===== src/rtl/gpr_bus_sched.sv =====
// gpr_bus_sched: bus scheduler for the tri-state general-purpose register file.
// Grants one-hot read enables on operand buses A/B and write/pass-through enables
// on bus C. A pending-write scoreboard stalls issue on RAW/WAW hazards.
// Optional build macro GPR_SCHED_FWD_EN: a source whose pending write lands on
// bus C in the issue cycle is forwarded (fwd_A/fwd_B) rather than stalled.
module gpr_bus_sched #(
  parameter int NREG = 32,
  parameter int IDXW = 5
) (
  input  logic            clk,
  input  logic            rst,
  input  logic            iss_valid,
  output logic            iss_ready,
  input  logic [IDXW-1:0] iss_rs1,
  input  logic [IDXW-1:0] iss_rs2,
  input  logic            iss_use_rs1,
  input  logic            iss_use_rs2,
  input  logic [IDXW-1:0] iss_rd,
  input  logic            iss_rd_we,
  output logic            op_valid,
  input  logic            op_ready,
  output logic [NREG-1:0] rd_A_en,
  output logic [NREG-1:0] rd_B_en,
  input  logic            wb_valid,
  input  logic [IDXW-1:0] wb_rd,
  input  logic            wb_thru,
  output logic [NREG-1:0] wt_en,
  output logic [NREG-1:0] through_C_en,
  output logic [NREG-1:0] pend,
  output logic            sb_err
`ifdef GPR_SCHED_FWD_EN
  ,
  output logic            fwd_A,
  output logic            fwd_B
`endif
);

  typedef enum logic {IDLE, OPND} state_t;

  localparam logic [IDXW:0] NREG_W = (IDXW+1)'(NREG);

  state_t          state, state_nxt;
  logic [IDXW-1:0] rs1_q, rs2_q;
  logic            use1_q, use2_q;
  logic            fwd1_q, fwd2_q;
  logic [NREG-1:0] pend_q;
  logic            err_q;

  logic            fwd_ok, fwd1_now, fwd2_now;
  logic            hazard, accept, err_set;
  logic [NREG-1:0] pend_set, pend_clr;

  // Indices at or beyond NREG shift out and yield an all-zero vector.
  function automatic logic [NREG-1:0] onehot(input logic [IDXW-1:0] idx);
    return {{(NREG-1){1'b0}}, 1'b1} << idx;
  endfunction

  function automatic logic in_range(input logic [IDXW-1:0] idx);
    return {1'b0, idx} < NREG_W;
  endfunction

  function automatic logic pend_hit(input logic [IDXW-1:0] idx);
    return |(pend_q & onehot(idx));
  endfunction

`ifdef GPR_SCHED_FWD_EN
  assign fwd_ok = wb_valid & wb_thru;
  assign fwd_A  = op_valid & fwd1_q;
  assign fwd_B  = op_valid & fwd2_q;
`else
  assign fwd_ok = 1'b0;
`endif

  // A pending source being written through bus C this cycle can be captured instead of read.
  assign fwd1_now = fwd_ok & iss_use_rs1 & pend_hit(iss_rs1) & (wb_rd == iss_rs1);
  assign fwd2_now = fwd_ok & iss_use_rs2 & pend_hit(iss_rs2) & (wb_rd == iss_rs2);

  // Hazards look at the scoreboard before this cycle's writeback clears it; bit 0 is never pending.
  assign hazard = (iss_use_rs1 & pend_hit(iss_rs1) & ~fwd1_now)
                | (iss_use_rs2 & pend_hit(iss_rs2) & ~fwd2_now)
                | (iss_rd_we   & pend_hit(iss_rd));

  assign iss_ready = ~hazard & ((state == IDLE) | op_ready);
  assign accept    = iss_valid & iss_ready;

  assign pend_set = (accept & iss_rd_we & (iss_rd != '0)) ? onehot(iss_rd) : '0;
  assign pend_clr = wb_valid ? onehot(wb_rd) : '0;

  assign err_set = (wb_valid & (wb_rd != '0) & ~pend_hit(wb_rd))
                 | (wb_valid & ~in_range(wb_rd))
                 | (iss_valid & ~(in_range(iss_rs1) & in_range(iss_rs2) & in_range(iss_rd)));

  // Operand enables are decoded from registered state only, so they change just after a clock edge.
  assign op_valid     = (state == OPND);
  assign rd_A_en      = (op_valid & use1_q & ~fwd1_q) ? onehot(rs1_q) : '0;
  assign rd_B_en      = (op_valid & use2_q & ~fwd2_q) ? onehot(rs2_q) : '0;
  assign wt_en        = wb_valid ? onehot(wb_rd) : '0;
  assign through_C_en = (wb_valid & wb_thru) ? onehot(wb_rd) : '0;
  assign pend         = pend_q;
  assign sb_err       = err_q;

  // State register for the operand-phase FSM.
  always_ff @(posedge clk) begin
    // NOTE: sequential state uses non-blocking assignments so every flop samples pre-edge values.
    if (rst) state <= IDLE;
    else     state <= state_nxt;
  end

  // Next-state: enter or stay in OPND on accept, drop back to IDLE once operands are consumed.
  always_comb begin
    // NOTE: the default comes first so no path leaves state_nxt unassigned and infers a latch.
    state_nxt = state;
    unique case (state)
      IDLE: if (accept) state_nxt = OPND;
      OPND: if (accept) state_nxt = OPND;
            else if (op_ready) state_nxt = IDLE;
      default: state_nxt = IDLE;
    endcase
  end

  // Capture the accepted instruction's source operands for the following operand phase.
  always_ff @(posedge clk) begin
    if (rst) begin
      rs1_q  <= '0;
      rs2_q  <= '0;
      use1_q <= 1'b0;
      use2_q <= 1'b0;
      fwd1_q <= 1'b0;
      fwd2_q <= 1'b0;
    end else if (accept) begin
      rs1_q  <= iss_rs1;
      rs2_q  <= iss_rs2;
      use1_q <= iss_use_rs1;
      use2_q <= iss_use_rs2;
      fwd1_q <= fwd1_now;
      fwd2_q <= fwd2_now;
    end
  end

  // Scoreboard and sticky error: a same-index set beats the writeback clear.
  always_ff @(posedge clk) begin
    if (rst) begin
      pend_q <= '0;
      err_q  <= 1'b0;
    end else begin
      pend_q <= (pend_q & ~pend_clr) | pend_set;
      err_q  <= err_q | err_set;
    end
  end

endmodule


===== config.mk =====
export PLATFORM = sky130hd
export DESIGN_NAME = gpr_bus_sched
export DESIGN_NICKNAME = d
export VERILOG_FILES = /design/src/rtl/gpr_bus_sched.sv
export SDC_FILE = /design/constraint.sdc
export NUM_CORES = 1
export LEC_CHECK = 0
export CORE_ASPECT_RATIO = 1.75
export CORE_MARGIN = 2
export CORE_UTILIZATION = 44
export DETAILED_ROUTE_END_ITERATION = 10
export PLACE_DENSITY = 0.83
export SLEW_MARGIN = 20
export SYNTH_ARGS = -nofsm -noshare
export SYNTH_HDL_FRONTEND = slang
export SYNTH_SLANG_ARGS = --single-unit

===== constraint.sdc =====
create_clock -name clk -period 4.8 [get_ports clk]
set_input_delay 1.44 -clock clk [delete_from_list [all_inputs] [get_ports clk]]
set_output_delay 1.44 -clock clk [all_outputs]
set_load 0.01 [all_outputs]

Word level (Yosys, flattened, before mapping)
Index checks and enable logic that the tools add are counted.
- bits in writable memories: 0
- bits in read-only memories: 0
- bits of input ports: 29
- bits in latches: 0
- register bits: 46
- memories: 0
- mux-type cells: 9
- $mul: 0
- div/mod/pow operators: 0
- reduce and logical (&&, ||, !) cells: 6
- add/subtract/negate cells: 0
- eq/ne operators: 0
- $lt $le $gt $ge: 0
- shifts and indexed selects: 6
- bitwise operators: 26
- operators with widths (operator ; number):
    left shift 1 x 5 -> 32 bit, first input constant ; 6
    AND 32 bit ; 5
    2-to-1 mux 32 bit ; 5
    OR reduction 32 bit ; 4
    NOT 32 bit ; 1
    bitwise OR 32 bit ; 1
    AND 1 bit ; 12
    nonzero test 5 bit ; 2
    bitwise OR 1 bit ; 4
    2-to-1 mux 1 bit ; 3
    NOT 1 bit ; 3
    one-hot mux 1 bit (2 select lines) ; 1

Longest topological paths before layout
- depth in word-level cells: 13
- depth in mapped cells: 10
- gate-level depth less buffers: 7

Worst setup path after synthesis
No wires, ideal clock.
- path type: input-to-output
- start: input port iss_rd[1]
- end: output port iss_ready
- cell stages on the path: 8
- path slack: 273 ps
- data arrival time: 3087 ps
- path through: buf_4 > or4b_2 > o32ai_1 > nor4_1 > o22ai_1 > o41a_1 > buf_6 > nor2_1
- longest elaborated chain between the ends: 7
- ends and longest elaborated chain (item ; RTL line ; text):
    start, declared ; 18 ; input logic [IDXW-1:0] iss_rd,
    left shift 1 x 5 -> 32 bit ; 55 ; return {{(NREG-1){1'b0}}, 1'b1} << idx;
    AND 32 bit ; 63 ; return |(pend_q & onehot(idx));
    OR reduction 32 bit ; 63 ;
    AND 1 bit ; 81 ; | (iss_rd_we & pend_hit(iss_rd));
    bitwise OR 1 bit ; 81 ;
    NOT 1 bit ; 83 ; assign iss_ready = ~hazard & ((state == IDLE) | op_ready);
    AND 1 bit ; 83 ;
    end, declared ; 13 ; output logic iss_ready,
No other way between the ends.

Worst setup path after layout
- start: input port iss_rs2[1]
- end: output port iss_ready
- longest elaborated chain between the ends: 8
- ends and longest elaborated chain (item ; RTL line ; text):
    start, declared ; 15 ; input logic [IDXW-1:0] iss_rs2,
    left shift 1 x 5 -> 32 bit ; 55 ;
    AND 32 bit ; 63 ;
    OR reduction 32 bit ; 63 ;
    AND 1 bit ; 80 ; | (iss_use_rs2 & pend_hit(iss_rs2) & ~fwd2_now)
    bitwise OR 1 bit ; 80 ;
    bitwise OR 1 bit ; 81 ;
    NOT 1 bit ; 83 ;
    AND 1 bit ; 83 ;
No other way between the ends.

==> flow_metrics.env <==
export IMPL_required_ns=3.36
export IMPL_ctsRootBufferMaster="clkbuf_16"
export IMPL_cap_violations=0
export IMPL_post_synth_num_cell_types=62
export IMPL_design_area_um2=7660
export IMPL_slowest_stage="nor4b_4"
export IMPL_pre_cts_ws_ns=-0.990
export IMPL_track_usage_pct=40.3
export IMPL_ctsHoldBuffers=0
export IMPL_synth_fa_ha_area_share_pct=0
export IMPL_final_nets=935
export IMPL_yosys_area_share_simple_pct=44.1
export IMPL_dr_pass1_iters=5
export IMPL_failed_checks="setup timing"
export IMPL_cpMostUsedCell="buf_4"
export IMPL_syn2layout_area_growth_pct=70.8
export IMPL_total_leakage_power_nw=2.82
export IMPL_hpwlAfterDp_um=17700
export IMPL_hold_violations=0
export IMPL_max_freq_mhz=208
export IMPL_drtIter0Drc=376
export IMPL_timing_final_ws_setup_ns=-0.00178
export IMPL_outcome="complete, but fails checks"
export IMPL_dieArea_um2=11000
export IMPL_syn_num_nets=662
export IMPL_gp_congestion=1.02
export IMPL_slowest_delay_ns=0.41
export IMPL_synthesis_instances=633
export IMPL_synth_compound_area_share_pct=22.5
export IMPL_clock_sinks=46
export IMPL_clkLatencyLatePin_ns=0.30
export IMPL_period_minus_slack_ns=4.80
export IMPL_wirelength_um=22900
export IMPL_ys_flop_type="dfxtp_1"
export IMPL_io_buffer_count=191
export IMPL_synth_seq_cells=46
export IMPL_setup_worst_path_start_class="input pin"
export IMPL_rsz0062_at_grt="true"
export IMPL_synth_largest_area_cell="dfxtp_1"
export IMPL_synthTopCellsByArea="dfxtp_1 (21%), nor2_1 (9.0%), nand2b_1 (5.3%), o32ai_1 (5.1%), and2_1 (4.6%)"
export IMPL_cts_tree="done"
export IMPL_cellPowerDensity_nw_per_um2=146
export IMPL_fp_dieW_um=80.3
export IMPL_diodes=0
export IMPL_path_cells="dlygate4sd2_1 -> buf_4 -> buf_4 -> a31oi_1 -> o221ai_2 -> nor4b_4 -> o32ai_4 -> nor2_4 -> buf_6"
export IMPL_htreeDepth=2
export IMPL_clock_path_buffers=2
export IMPL_setup_viol=2
export IMPL_fillers=715
export IMPL_rows=48
export IMPL_ys_warn_count=0
export IMPL_cts_buffers=5
export IMPL_synth_xor_area_share_pct=0
export IMPL_synth_top_family_by_area="simple AND/OR/NAND/NOR gates"
export IMPL_yosysSeqAreaShare_pct=20.5
export IMPL_slew_headroom_pct=51.8
export IMPL_crit_arrival_ns=3.36
export IMPL_path_clk_slew_ns=0.07
export IMPL_path_max_fanout=8
export IMPL_tns_ns=-0.00283
export IMPL_synth_edff_count=0
export IMPL_synth_area_per_cell_um2=7.08
export IMPL_syn_cell_area_um2=4480
export IMPL_drc=0
export IMPL_top_level_ports=192
export IMPL_grt_max_degree=38
export IMPL_drive_above_1_share_pct=22.7
export IMPL_drv_slew=0
export IMPL_endpoint_kind="output port"
export IMPL_fin_skew_ns=0.00962
export IMPL_wl_per_cell_um=22.2
export IMPL_criticalPathCategory="input pin to output port"
export IMPL_total_power_mw=1.12
export IMPL_vias=6431
export IMPL_grt_ovfl_total=0
export IMPL_finalCritPeriodShare_pct=100
export IMPL_postPlaceCellArea_um2=7210
export IMPL_vdd_drop_max_uv=130
export IMPL_worstHoldPathType="register to register"
export IMPL_grt_antenna_before_repair=0
export IMPL_fp_dieH_um=138
export IMPL_core_region_area_um2=9910
export IMPL_initial_utilization_pct=45.3
export IMPL_muxShareOfSynthArea_pct=4.83
export IMPL_synth_top_area_share_pct=20.5
export IMPL_grt_pass1_vias=6238
export IMPL_worstMarginPinSlew_ns=0.720
export IMPL_grt_first_pass_wirelength_um=33100
export IMPL_synthArstFlopShare_pct=0
export IMPL_via_per_inst=6.23
export IMPL_ant_nets=0
## cell usage in the layout, fill, tap and decap left out, drive strengths merged, types with 16 or more instances in the layout
cell type      synthesis  routed
a21oi                 30      30
and2                  33      33
buf                   26     138
clkdlybuf4s50          0     175
dfxtp                 46      46
mux2i                 16      16
nand2                 41      41
nand2b                38      38
nand3                 26      26
nand4                 18      18
nor2                 107     107
o31ai                 22      22
o32ai                 27      27
## final timing paths
kind         slack [ns]  cells past startpoint            endpoint               start
max              -0.002                      9           iss_ready          iss_rs2[1]
min                0.48                      2   sb_err$_SDFF_PP0_   sb_err$_SDFF_PP0_
max reg2reg        1.91                      8  pend[1]$_SDFF_PP0_  pend[4]$_SDFF_PP0_
min reg2reg        0.48                      2   sb_err$_SDFF_PP0_   sb_err$_SDFF_PP0_
## routing by layer
metal	track usage [%]	vias up	wire length, µm	share of wire [%]
li1	-	2867	-	-
met1	38.4	2973	7440	32
met2	71.6	449	11500	50
met3	8.13	142	1930	8.4
met4	34.9	0	2090	9.1
met5	0	-	0	0
## report_power, final
group | switching, mW | leakage [nW] | total, mW | internal [mW]
Clock | 0.161 | 0.0771 | 0.408 | 0.246
Combinational | 0.171 | 2.37 | 0.309 | 0.138
Sequential | 0.0146 | 0.373 | 0.406 | 0.391
## synth_stat cells, types with 2 or more instances
| master | n |
|---|---|
| nand3b_1 | 11 |
| clkbuf_1 | 36 |
| nor4bb_1 | 4 |
| and4b_1 | 4 |
| mux2i_1 | 16 |
| nor2_1 | 107 |
| nor2b_1 | 10 |
| nor3b_1 | 13 |
| a21oi_1 | 30 |
| nand4_1 | 18 |
| buf_2 | 11 |
| a31oi_1 | 7 |
| nor3_1 | 11 |
| nand3_1 | 25 |
| or3_1 | 5 |
| or3b_2 | 14 |
| dfxtp_1 | 46 |
| o211a_1 | 2 |
| a22oi_1 | 3 |
| inv_1 | 7 |
| and2_1 | 33 |
| o31ai_1 | 22 |
| nand4b_1 | 6 |
| buf_6 | 8 |
| a211oi_1 | 2 |
| nor4_1 | 3 |
| o211ai_1 | 3 |
| nand2b_1 | 38 |
| o41ai_1 | 2 |
| o221ai_1 | 2 |
| mux2_2 | 5 |
| a32oi_1 | 3 |
| a311oi_1 | 3 |
| o32ai_1 | 26 |
| or4bb_1 | 2 |
| o22ai_1 | 3 |
| or2_2 | 3 |
| nand2_1 | 41 |
| and3_1 | 7 |
| buf_4 | 7 |
| o21ai_0 | 13 |
## stage by stage
stage | hold slack, ns | utilization, % | instances
2_1_floorplan | 0.477 | - | 633
3_3_place_gp | 0.465 | 72.8 | 1016
3_5_place_dp | 0.463 | 72.8 | 1016
4_1_cts | 0.491 | 75.8 | 1029
5_1_grt | 0.539 | 77.3 | 1032
6_report | 0.484 | 77.3 | 1032
## layout make-up
class | instances | area, µm² | area share, %
clock buffers | 6 | 129 | 1.68
clock inverters | 2 | 37.5 | 0.490
inverters | 7 | 26.3 | 0.343
multi-input cells | 518 | 3400 | 44.4
flip-flops and latches | 46 | 921 | 12.0
well taps | 125 | 156 | 2.04
repair buffers | 328 | 2990 | 39.0
## flip-flops by register name, indices dropped and copies added (netlist names)
name / count
rs2_q: 5
use2_q: 1
pend: 32
rs1_q: 5
use1_q: 1
op_valid: 1
sb_err: 1
## critical path, delay by kind of cell
family                 cells  cell delay [ns]
AOI/OAI and AO/OA          3             0.58
and+or+nand+nor            2             0.58
buffers and inverters      4             0.76
## repair_timing
item | CTS | global route
endpoints found under the setup margin | 8 | 28
gates resized for setup | 38 | 39
pin swaps | 7 | 8
setup buffers | 5 | 3
## cells by family (layout without fill, tap and decap cells)
group | count (synthesis) | in the layout
AO/OA/AOI/OAI | 137 | 137
buffers and inverters | 69 | 343
flip-flops | 46 | 46
multiplexers | 21 | 21
AND/OR/NAND/NOR | 360 | 360
No activity file was read; power rests on OpenSTA's default activity.
